==> src/rtl/store_data_align_pkg.sv <==
// Shared definitions for the store data alignment path: funct3 codes,
// FSM state encoding and byte-mask helpers.
package store_pkg;

  localparam logic [2:0] F3_SB = 3'b000;
  localparam logic [2:0] F3_SH = 3'b001;
  localparam logic [2:0] F3_SW = 3'b010;

  typedef enum logic [1:0] {
    IDLE  = 2'd0,
    BEAT0 = 2'd1,
    BEAT1 = 2'd2,
    FIN   = 2'd3
  } st_state_e;

  // Byte-lane mask before shifting; illegal codes give an empty mask.
  function automatic logic [3:0] mask_of(input logic [2:0] funct3);
    case (funct3)
      F3_SB:   mask_of = 4'b0001;
      F3_SH:   mask_of = 4'b0011;
      F3_SW:   mask_of = 4'b1111;
      default: mask_of = 4'b0000;
    endcase
  endfunction

  function automatic logic f3_legal(input logic [2:0] funct3);
    f3_legal = (funct3 == F3_SB) || (funct3 == F3_SH) || (funct3 == F3_SW);
  endfunction

endpackage

==> src/rtl/store_lane_shift.sv <==
// Combinational lane placement: shifts store data and byte enables into a
// two-word window so that a misaligned store spills into the upper word.
module store_lane_shift
  import store_pkg::*;
#(
  parameter int WIDTH = 32
) (
  input  logic [WIDTH-1:0]   data,
  input  logic [1:0]         off,
  input  logic [2:0]         funct3,
  output logic [2*WIDTH-1:0] data64,
  output logic [7:0]         be8,
  output logic               split,
  output logic               illegal
);

  // Shift data by whole bytes and the mask by lanes; split when the upper word is touched.
  always_comb begin
    data64  = {{WIDTH{1'b0}}, data} << {off, 3'b000};
    be8     = {4'b0000, mask_of(funct3)} << off;
    split   = |be8[7:4];
    illegal = !f3_legal(funct3);
  end

endmodule

==> src/rtl/store_data_align.sv <==
// Store alignment unit: captures one store, emits one or two word-aligned
// write beats with byte enables, then pulses completion.
module store_data_align
  import store_pkg::*;
#(
  parameter int WIDTH      = 32,
  parameter int ADDR_WIDTH = 32
) (
  input  logic                  clk,
  input  logic                  rst_n,
  input  logic                  st_valid,
  output logic                  st_ready,
  input  logic [2:0]            st_funct3,
  input  logic [ADDR_WIDTH-1:0] st_addr,
  input  logic [WIDTH-1:0]      st_data,
  output logic                  st_done,
  output logic                  st_err,
  output logic                  mem_req,
  output logic [ADDR_WIDTH-1:0] mem_addr,
  output logic [WIDTH-1:0]      mem_wdata,
  output logic [3:0]            mem_be,
  input  logic                  mem_gnt
);

  st_state_e             state_reg, state_next;
  logic [ADDR_WIDTH-1:0] addr_reg;
  logic [WIDTH-1:0]      data_reg;
  logic [2:0]            funct3_reg;

  logic [2*WIDTH-1:0]    data64;
  logic [7:0]            be8;
  logic                  split;
  logic                  illegal;
  logic                  accept;
  logic [ADDR_WIDTH-1:0] base_addr;

  assign accept    = st_valid && (state_reg == IDLE);
  assign base_addr = {addr_reg[ADDR_WIDTH-1:2], 2'b00};

  store_lane_shift #(.WIDTH(WIDTH)) u_lane_shift (
    .data    (data_reg),
    .off     (addr_reg[1:0]),
    .funct3  (funct3_reg),
    .data64  (data64),
    .be8     (be8),
    .split   (split),
    .illegal (illegal)
  );

  // State register and request capture; capture only happens on an accept.
  always_ff @(posedge clk) begin
    if (!rst_n) begin
      state_reg  <= IDLE;
      addr_reg   <= '0;
      data_reg   <= '0;
      funct3_reg <= '0;
    end else begin
      state_reg <= state_next;
      if (accept) begin
        addr_reg   <= st_addr;
        data_reg   <= st_data;
        funct3_reg <= st_funct3;
      end
    end
  end

  // Next-state selection; beats advance only on a memory handshake.
  always_comb begin
    state_next = state_reg;
    case (state_reg)
      IDLE:  if (accept) state_next = f3_legal(st_funct3) ? BEAT0 : FIN;
      BEAT0: if (mem_gnt) state_next = split ? BEAT1 : FIN;
      BEAT1: if (mem_gnt) state_next = FIN;
      FIN:   state_next = IDLE;
      default: state_next = IDLE;
    endcase
  end

  // Beat payload driven from captured registers so it holds across stalls; zero when idle.
  always_comb begin
    st_ready  = (state_reg == IDLE);
    st_done   = (state_reg == FIN);
    st_err    = (state_reg == FIN) && illegal;
    mem_req   = 1'b0;
    mem_addr  = '0;
    mem_wdata = '0;
    mem_be    = 4'b0000;
    if (state_reg == BEAT0) begin
      mem_req   = 1'b1;
      mem_addr  = base_addr;
      mem_wdata = data64[WIDTH-1:0];
      mem_be    = be8[3:0];
    end else if (state_reg == BEAT1) begin
      mem_req   = 1'b1;
      mem_addr  = base_addr + ADDR_WIDTH'(4);
      mem_wdata = data64[2*WIDTH-1:WIDTH];
      mem_be    = be8[7:4];
    end
  end

endmodule

==> config.mk <==
export PLATFORM = sky130hd
export DESIGN_NAME = store_data_align
export DESIGN_NICKNAME = d
export VERILOG_FILES = /design/src/rtl/store_data_align_pkg.sv /design/src/rtl/store_lane_shift.sv /design/src/rtl/store_data_align.sv
export SDC_FILE = /design/constraint.sdc
export NUM_CORES = 1
export LEC_CHECK = 0
export ABC_AREA = 1
export CORE_MARGIN = 3
export CORE_UTILIZATION = 35
export DETAILED_ROUTE_END_ITERATION = 7
export PLACE_DENSITY = 0.68
export RECOVER_POWER = 50
export SETUP_SLACK_MARGIN = 0.3
export SYNTH_ARGS = -nofsm -noshare
export SYNTH_HDL_FRONTEND = slang
export SYNTH_SLANG_ARGS = --single-unit
==> constraint.sdc <==
create_clock -name clk -period 1.9 [get_ports clk]
set_input_delay 0.57 -clock clk [delete_from_list [all_inputs] [get_ports clk]]
set_output_delay 0.57 -clock clk [all_outputs]
set_load 0.01 [all_outputs]
==> results.yml <==
placed_design:
  dp_hpwl_mm: 12.56
  gp_congestion: 0.9665
  placed_cells: 1081
  postPlaceCellArea_sq_mm: 0.007103
  place_ws_ps: -611.9
  portBuffers: 140
global_routing:
  grt_max_degree: 47
  use_met3_pct: 6.938
  grt_util_all_layers_pct: 26.88
  grt-busiest-layer: "met2"
  antenna_found_initial: 0
  grt_pass1_vias: 5934
  grt_overflow_total: 0
  grt_pass1_wl_mm: 30.22
  grt_util_met2_pct: 46.20
  use_met1_pct: 31.47
layout:
  final_layout_size_suffix_gt1_share_pct: 53.57
  n_antenna_cell: 0
  post-route-util_pct: 77.86
  area_growth_pct: 114.7
  postLayoutCellArea_sq_mm: 0.009508
  final-instance-count-excl-fill: 1191
  final_common_cell: "nand2_1"
  layout_common_cells: "nand2_1, buf_4, clkdlybuf4s50_1"
  fin_nets: 1094
clocking:
  cts_root_buffer: "clkbuf_16"
  clk_pin_slew_ps: 70
  cts_hold_buf: 0
  cts.sinks: 69
  clock_latency_ps: 350
  clock_path_buffers: 2
  cts_tree: "yes"
  htree_levels: 3
  cts_buffers: 9
outcome:
  status: "complete, but fails checks"
  violations: "setup timing"
setup_path:
  critical_path.endpoint_type: "output port"
  path_max_fanout: 7
  worstSetupPathType: "flop to output port"
  worstPathArrival_ps: 1980
  crit_required_ps: 1330
  start_kind: "flop"
synth:
  synth_top_flop_cell: "dfxtp_1"
  ys_ff_latch: 69
  post_synth_main_area_contributors: "dfxtp_1, o21ai_0, nand2_1, nor2_1, a21oi_1"
  netlist_area_sq_mm: 0.004428
  netlist_instances: 714
  ys_seq_area_share_pct: 31.20
  syn_avg_cell_area_sq_um: 6.202
  ys_async_sr_fraction_pct: 0
  ys_warn_count: 0
  synth_cell_types: 35
  synth_edf_count: 0
  synth_top_cell_by_area: "dfxtp_1"
  synth_top_area_share_pct: 31.20
die:
  io_pins: 143
  die_w_um: 118.5
  core.rowCount: 40
  die_y_um: 118.5
  start_util_pct: 36.26
  core_area_sq_mm: 0.01221
  dieArea_sq_mm: 0.01404
timing:
  tightest_slew_ps: 752.3
  rsz0062_at_grt: "true"
  period_share_pct: 134.1
  maxSlewViolCount: 0
  min_period_ps: 2548
  setup_slack_ps: -647.9
  fmax_mhz: 392.5
  hold_viol: 0
  finalSetupViolCount: 70
  relSlewSlack_pct: 49.31
  worst_clock_skew_ps: 8.893
drt:
  drt-initial-drc-count: 646
  wl_per_cell_um: 21.41
  wirelength_mm: 25.50
  dr.pass1.iters: 5
  ant_nets: 0
  via_per_inst: 5.729
  vias: 6823
  drcViolationCount: 0
power_and_ir_drop:
  power.density_mw_per_mm2: 1353
  ir_worst_vdd_mv: 0.8094
  power.leakage_nw: 3.759
run:
  drv_cap: 0
hold_path:
  hold_path_class: "flop to flop"
[area by class of cell]
type / instances / area [sq um]
multi-input combinational: 536 / 3914
timing repair buffer: 326 / 3242
fill: 744 / 2704
sequential: 69 / 1426
inverter: 71 / 340.3
clock buffer: 9 / 225.2
tap: 168 / 210.2
clock inverter: 7 / 75.07
timing repair inverter: 5 / 75.07
[kinds of logic after synthesis]
group / count (synthesis) / synth area share (%)
adder cells (fa/ha/maj): 5 / 1.413
XOR/XNOR: 1 / 0.1978
flip-flops: 69 / 31.20
buffers and inverters: 113 / 10.48
AND/OR/NAND/NOR: 310 / 30.38
AO/OA/AOI/OAI: 212 / 25.57
other: 1 / 0.08469
multiplexers: 3 / 0.6782
[worst paths after layout]
| kind | endpoint | cells past startpoint | slack (ps) | start |
|---|---|---|---|---|
| worst min-delay path | data_reg[1] | 2 | 500 | data_reg[1] |
| worst max-delay path | mem_addr[27] | 11 | -650 | state_reg[1] |
| worst max register to register | data_reg[29] | 11 | 100 | state_reg[1] |
| worst min register to register | data_reg[1] | 2 | 500 | data_reg[1] |
[through the flow]
stage / TNS [ps] / power (W) / hold slack, ps
6_report: -35470 / 0.01286 / 498.5
2_1_floorplan: -11.55 / 0.005225 / 444.1
4_1_cts: -29410 / 0.009925 / 478.9
5_1_grt: -39700 / 0.01331 / 519.1
3_3_place_gp: -31610 / 0.007466 / 467.0
3_5_place_dp: -33830 / 0.007572 / 470.7
[report_power, final]
group / internal, W / switching, W / leakage (nW)
combinational: 0.00406 / 0.00465 / 3.04
sequential: 0.00192 / 0.000471 / 0.580
clock: 0.00102 / 0.000736 / 0.138
total: 0.00701 / 0.00586 / 3.76
[cells in the mapped netlist (4+ instances only)]
library cell	instances
nor3_1	5
o22ai_1	19
o221ai_1	8
nand4_1	13
inv_2	4
dfxtp_1	69
nand3_1	22
buf_2	9
o21ai_0	118
ha_1	5
nor2_4	6
nor2_1	119
inv_1	67
nand2_1	131
nand2_2	5
a21oi_1	58
clkbuf_1	27
nand3_2	4
[worst max-delay path, stage by stage, from the launching register on]
cell	delay, ps
dfxtp_4	390
inv_4	50
ha_4	200
inv_8	100
nand3_4	100
nor2_4	160
buf_4	150
nand3_2	90
nand2_1	90
nand2_1	60
nor2_2	100
buf_2	140
[repair_timing]
action                     4_1_cts  5_1_grt
setup buffers                   39       32
gates resized for setup        399      299
setup endpoints to repair      127      132
pin swaps                       41       66
gates cloned                     4       19
[per-layer routing]
layer | share of wire (%) | wire, um
met1 | 35 | 9021
met2 | 50 | 12710
met3 | 8.6 | 2185
met4 | 6.2 | 1574
met5 | 0 | 0
Power figures use the tool's default switching activity.
==> edit 1 (config.mk and constraints unchanged) <==
Put a register stage on the output `st_err`, cleared by the reset. The value now appears one clock later. The other outputs are not delayed to match.
--- a/src/rtl/store_data_align.sv
+++ b/src/rtl/store_data_align.sv
@@ -21,6 +21,8 @@
   output logic [3:0]            mem_be,
   input  logic                  mem_gnt
 );
+
+  logic st_err_d;
 
   st_state_e             state_reg, state_next;
   logic [ADDR_WIDTH-1:0] addr_reg;
@@ -80,7 +82,7 @@
   always_comb begin
     st_ready  = (state_reg == IDLE);
     st_done   = (state_reg == FIN);
-    st_err    = (state_reg == FIN) && illegal;
+    st_err_d  = (state_reg == FIN) && illegal;
     mem_req   = 1'b0;
     mem_addr  = '0;
     mem_wdata = '0;
@@ -98,5 +100,13 @@
     end
   end
 
+  always_ff @(posedge clk) begin
+    if (!rst_n) begin
+      st_err <= '0;
+    end else begin
+      st_err <= st_err_d;
+    end
+  end
+
 endmodule
 
Check against the original RTL: not equivalent (a bounded check fails within 4 cycles, from zero or initial values and one cycle with rst_n low).
==> edit 1 against the original RTL <==
  * The flow still finishes with violations (negative setup slack)
  * Final cell count unchanged
  * Global-route usage up 2.2 points
  * Clock skew up 2.7 ps
  * Area after synthesis grew 0.48%
  * Wire length decreased by 9.3%
  * Register-to-register slack got worse by 220 ps
  * Setup slack improved by 9.1 ps
  * Sequential cell count increased by 1
  * Core utilization grew 1.9 points
  * Cell area grew 2.5%
  * Power is 2.3% higher
  * Sequential share of layout area is 0.18 points lower
  * First-iteration DRC count decreased by 29%
  * Critical path type unchanged
==> edit 1: results (changes against the original RTL) <==
[run_status]
outcome = complete, but fails checks
violations = negative setup slack

[finish]
nFillCells = 800  ; +7.5%
layout-drive-gt1-share_pct = 55.5  ; +2.0 points

[clocking]
cts_resized = 576  ; +44%
numCtsBuffers = 9  ; unchanged
insertion_delay_ps = 360
h-tree-depth = 3  ; unchanged
clkTransAtPathRegs_ps = 70  ; about the same
cts_setup_buffers = 47  ; +21%

[sta]
holdWs_ps = 488  ; -10.4 ps
setup_violations = 69  ; -1.4%
fin_ws_ps = -639  ; +9.12 ps
max_slew_margin_pct = 19.7  ; -30 points
clock_skew_ps = 11.6  ; +2.68 ps

[synthesis]
synth_common_cells = nand2_1, nor2_1, o21ai_0
synth_cell_type_count = 33  ; -5.7%
post_synth_fa_ha_maj_area_fraction_pct = 1.41  ; -0.0068 points
synth_xor_area_share_pct = 0.197  ; -0.00095 points
synth_compound_area_share_pct = 25.4  ; -0.12 points
ys_top_cells_by_area = dfxtp_1, o21ai_0, nand2_1

[global_route]
grt_pass1_wl_mm = 32.7  ; +8.2%
grt_use_met3_pct = 7.27  ; +0.33 points
grt_usage_pct = 29.1  ; +2.2 points
grt_pass1_vias = 6194  ; +4.4%
grt_max_degree = 70  ; +49%
met1_usage_pct = 36.9  ; +5.4 points

[place]
place_hpwl_mm = 12.6  ; about the same
dpl_cell_area_um2 = 7210  ; +1.5%
globalplace.congestion = 0.913  ; -5.5%

[detailed_routing]
route.vias.total = 6486  ; -4.9%
route.met3.wl_mm = 1.53  ; -30%
drt-initial-drc-count = 458  ; -29%
routedWlPerCell_um = 19.4  ; -9.3%
routed-wl-met2_mm = 11.4  ; -10%
met1_length_mm = 9.54  ; +5.7%

[critical_path]
r2r_start = state_reg[1]$_SDFFE_PN0P_
rr_endpoint = state_reg[1]$_SDFFE_PN0P_
crit_fanout = 3  ; -4
crit_slowest_cell = dfxtp_2
ff2ff_path_depth = 12  ; +1
cpPeakStageDelay_ps = 350  ; -40 ps

[hold_path]
whs_endpoint = data_reg[5]$_SDFFE_PN0P_
min_from = data_reg[5]$_SDFFE_PN0P_

[die]
die_x_um = 119  ; +0.23%

[pwr]
peakVddDrop_v = 0.00133  ; +64%
leakage_nw = 3.85  ; +2.4%
p_sw_share_pct = 44.0  ; -1.6 points

edit 1: how the worst max path moves through the flow:
stage                              startpoint             to  slack, ps  cells after the start
floorplan           state_reg[1]$_SDFFE_PN0P_   mem_addr[27]         10                     10
global placement    state_reg[0]$_SDFFE_PN0P_  mem_wdata[22]       -600                      9
detailed placement  state_reg[0]$_SDFFE_PN0P_  mem_wdata[22]       -620                      9
CTS                 state_reg[1]$_SDFFE_PN0P_   mem_addr[10]       -510                     10
global route        addr_reg[13]$_SDFFE_PN0P_   mem_addr[17]       -700                     10
finish              addr_reg[13]$_SDFFE_PN0P_   mem_addr[17]       -640                     10
edit 1: power groups by stage:
stage	combinational (W)	sequential (W)	clock, W
after floorplan	0.00299	0.00221	0
after global placement	0.00526	0.00225	0
after detailed placement	0.00532	0.00227	0
after CTS	0.00744	0.00235	0.00181
after global routing	0.00939	0.00246	0.00187
final	0.00894	0.00241	0.00181
edit 1: final cells by class:
type	instances	area, um^2	share of cell area [%]
Sequential cell	70	1440	14.8
Multi-Input combinational cell	534	4130	42.4
Timing Repair inverter	3	38.8	0.398
Timing Repair Buffer	330	3300	33.8
Tap cell	168	210	2.16
Clock inverter	4	53.8	0.552
Clock buffer	12	256	2.63
Inverter	70	314	3.22
edit 1: through the flow:
stage	std cells	power, W	setup WS [ps]
2_1_floorplan	716	0.00520	11.6
3_3_place_gp	1093	0.00751	-600
3_5_place_dp	1093	0.00759	-620
4_1_cts	1170	0.0116	-505
5_1_grt	1191	0.0137	-702
6_report	1191	0.0132	-639
edit 1: cells by family (layout without fill, tap and decap cells):
group / count (synthesis) / in the layout
DFF: 70 / 70
xor gates and xnor gates: 1 / 1
other: 1 / 2
AOI/OAI and AO/OA: 212 / 212
muxes: 3 / 3
and+or+nand+nor: 311 / 311
adders and majority gates: 5 / 5
buffers and inverters: 112 / 419
==> edit 2 (config.mk and constraints unchanged) <==
Made on the original files. `WIDTH` is set to 32 in 2 places; all go to 48.
--- a/src/rtl/store_lane_shift.sv
+++ b/src/rtl/store_lane_shift.sv
@@ -3,7 +3,7 @@
 module store_lane_shift
   import store_pkg::*;
 #(
-  parameter int WIDTH = 32
+  parameter int WIDTH = 48
 ) (
   input  logic [WIDTH-1:0]   data,
   input  logic [1:0]         off,
--- a/src/rtl/store_data_align.sv
+++ b/src/rtl/store_data_align.sv
@@ -3,7 +3,7 @@
 module store_data_align
   import store_pkg::*;
 #(
-  parameter int WIDTH      = 32,
+  parameter int WIDTH      = 48,
   parameter int ADDR_WIDTH = 32
 ) (
   input  logic                  clk,
Ports: changed (resized mem_wdata and st_data); port bits go from 143 to 175. No check against the original RTL was run, so the function may have changed too.
==> edit 2 against the original RTL <==
  * Area after synthesis up 19%
  * The flow still finishes with violations (negative setup slack)
  * Count of clock-buffer cells in the layout rose by 1
  * Setup slack better by 83 ps
  * Critical endpoint is now mem_wdata[17]
  * Sequential cell count increased by 16
  * Non-clock buffer count rose by 68
  * Wire length barely moved
  * Cell area up 14%
  * Power rose by 10%
==> edit 2: results (changes against the original RTL) <==
[run_status]
outcome = complete, but fails checks
violations = negative setup slack

[clocking]
root_buffer = clkbuf_16
h-tree-depth = 3  ; unchanged
clkTransAtPathRegs_ps = 70  ; about the same
cts.path.max_buffers = 2  ; unchanged
insertion_delay_ps = 360
numCtsBuffers = 9  ; unchanged

[global_route]
antenna_found_initial = 0  ; unchanged
grt_pass1_vias = 6796  ; +15%
grt_max_degree = 44  ; -6.4%
grt_pass1_wl_mm = 34.7  ; +15%
grt_usage_pct = 26.4  ; -0.50 points

[synthesis]
synth_flop_cell = dfxtp_1
ys_async_sr_fraction_pct = 0  ; unchanged
yosysSeqAreaShare_pct = 32.4  ; +1.2 points
syn-instance-count = 844  ; +18%
ys_top_cells_by_area = dfxtp_1, o21ai_0, nand2_1
synth_cell_type_count = 36  ; +2.9%
ys_warn_count = 0  ; unchanged
synth_common_cells = nand2_1, o21ai_0, nor2_1

[place]
place_hpwl_mm = 15.8  ; +26%
io_buffers = 172  ; +23%
dpl_cell_area_um2 = 8870  ; +25%
globalplace.congestion = 0.952  ; -1.5%

[hold_path]
hp-class = flip-flop to flip-flop

[detailed_routing]
routedWlPerCell_um = 18.4  ; -14%
viasPerCell = 5.42  ; -5.4%
drt-initial-drc-count = 590  ; -8.7%
drt-pass1-iter-count = 5  ; unchanged
route.vias.total = 7514  ; +10%

[sta]
fin_ws_ps = -565  ; +82.6 ps
worst_pin_slew_ps = 710  ; -42.1 ps
layout_min_cycle_time_ps = 2470  ; -82.6 ps
setup_violations = 117  ; +67%
finalSetupTns_ps = -39220  ; -3750 ps
clock_skew_ps = 7.46  ; -1.43 ps

[finish]
nFillCells = 1009  ; +36%
layout-drive-gt1-share_pct = 49.8  ; -3.8 points
fin_nets = 1290  ; +18%
largest_reg_flops = 48
num_antenna_cells = 0  ; unchanged

[critical_path]
crit_fanout = 7  ; unchanged

[pwr]
p_int_w = 0.00797  ; +14%
peakVddDrop_v = 0.000705  ; -13%
leakage_nw = 4.49  ; +20%

edit 2: final timing paths:
check / slack (ps) / depth (start not counted) / from / to
worst min register to register: 470 / 2 / data_reg[18]$_SDFFE_PN0P_ / data_reg[18]$_SDFFE_PN0P_
worst max register to register: -60 / 10 / state_reg[1]$_SDFFE_PN0P_ / data_reg[22]$_SDFFE_PN0P_
worst max-delay path: -570 / 10 / state_reg[1]$_SDFFE_PN0P_ / mem_wdata[17]
worst min-delay path: 470 / 2 / data_reg[18]$_SDFFE_PN0P_ / data_reg[18]$_SDFFE_PN0P_
edit 2: timing repair:
item / 4_1_cts / 5_1_grt
pin swaps: 64 / 48
buffers inserted: 30 / 20
resized for setup: 495 / 281
endpoints found under the setup margin: 149 / 131
hold buffers: 0 / 0
cloned: 5 / 10
edit 2: layer usage:
metal / vias up / wire length [um] / global-route usage (%)
li1: 3543 / - / -
met1: 3481 / 9430 / 31.2
met2: 387 / 12700 / 47.1
met3: 103 / 2210 / 5.65
met4: 0 / 1140 / 9.26
met5: - / 0 / 0
edit 2: area by class of cell:
type,count,area [um^2],area share (%)
Clock inverter,6,53.8,0.496
Tap cell,184,230,2.12
Inverter,76,348,3.21
Sequential cell,85,1760,16.3
Timing Repair Buffer,394,3830,35.3
Multi-Input combinational cell,631,4370,40.3
Clock buffer,10,239,2.20
Timing Repair inverter,1,8.76,0.0808
edit 2: logic make-up (layout without fill, tap and decap cells):
kind of cell,after synthesis,in the layout,synth area share (%)
multiplexers,2,2,0.381
other,1,2,0.0714
adder cells (fa/ha/maj),5,5,1.19
AND/OR/NAND/NOR,350,352,28.1
flip-flops,85,85,32.4
buffers and inverters,131,487,10.1
XOR/XNOR,1,1,0.167
AO/OA/AOI/OAI,269,269,27.6
edit 2: power by group through the flow:
stage	sequential [W]	combinational, W	clock [W]
floorplan	0.00269	0.00371	0
global placement	0.00275	0.00685	0
detailed placement	0.00276	0.00691	0
CTS	0.00277	0.00763	0.00182
global route	0.00296	0.0100	0.00189
finish	0.00290	0.00949	0.00180
edit 2: per-stage QoR:
step	power, W	hold WS (ps)	util (%)
2_1_floorplan	0.00639	444	-
3_3_place_gp	0.00960	459	60.8
3_5_place_dp	0.00968	465	60.8
4_1_cts	0.0122	475	66.3
5_1_grt	0.0149	491	74.3
6_report	0.0142	473	74.3
edit 2: critical path, stage by stage, from the launching register on:
cell,delay (ps)
dfxtp_4,360
inv_4,60
ha_4,190
inv_8,60
nor2_4,170
buf_6,180
buf_16,130
buf_6,90
a22oi_2,50
o21ai_2,90
buf_2,150
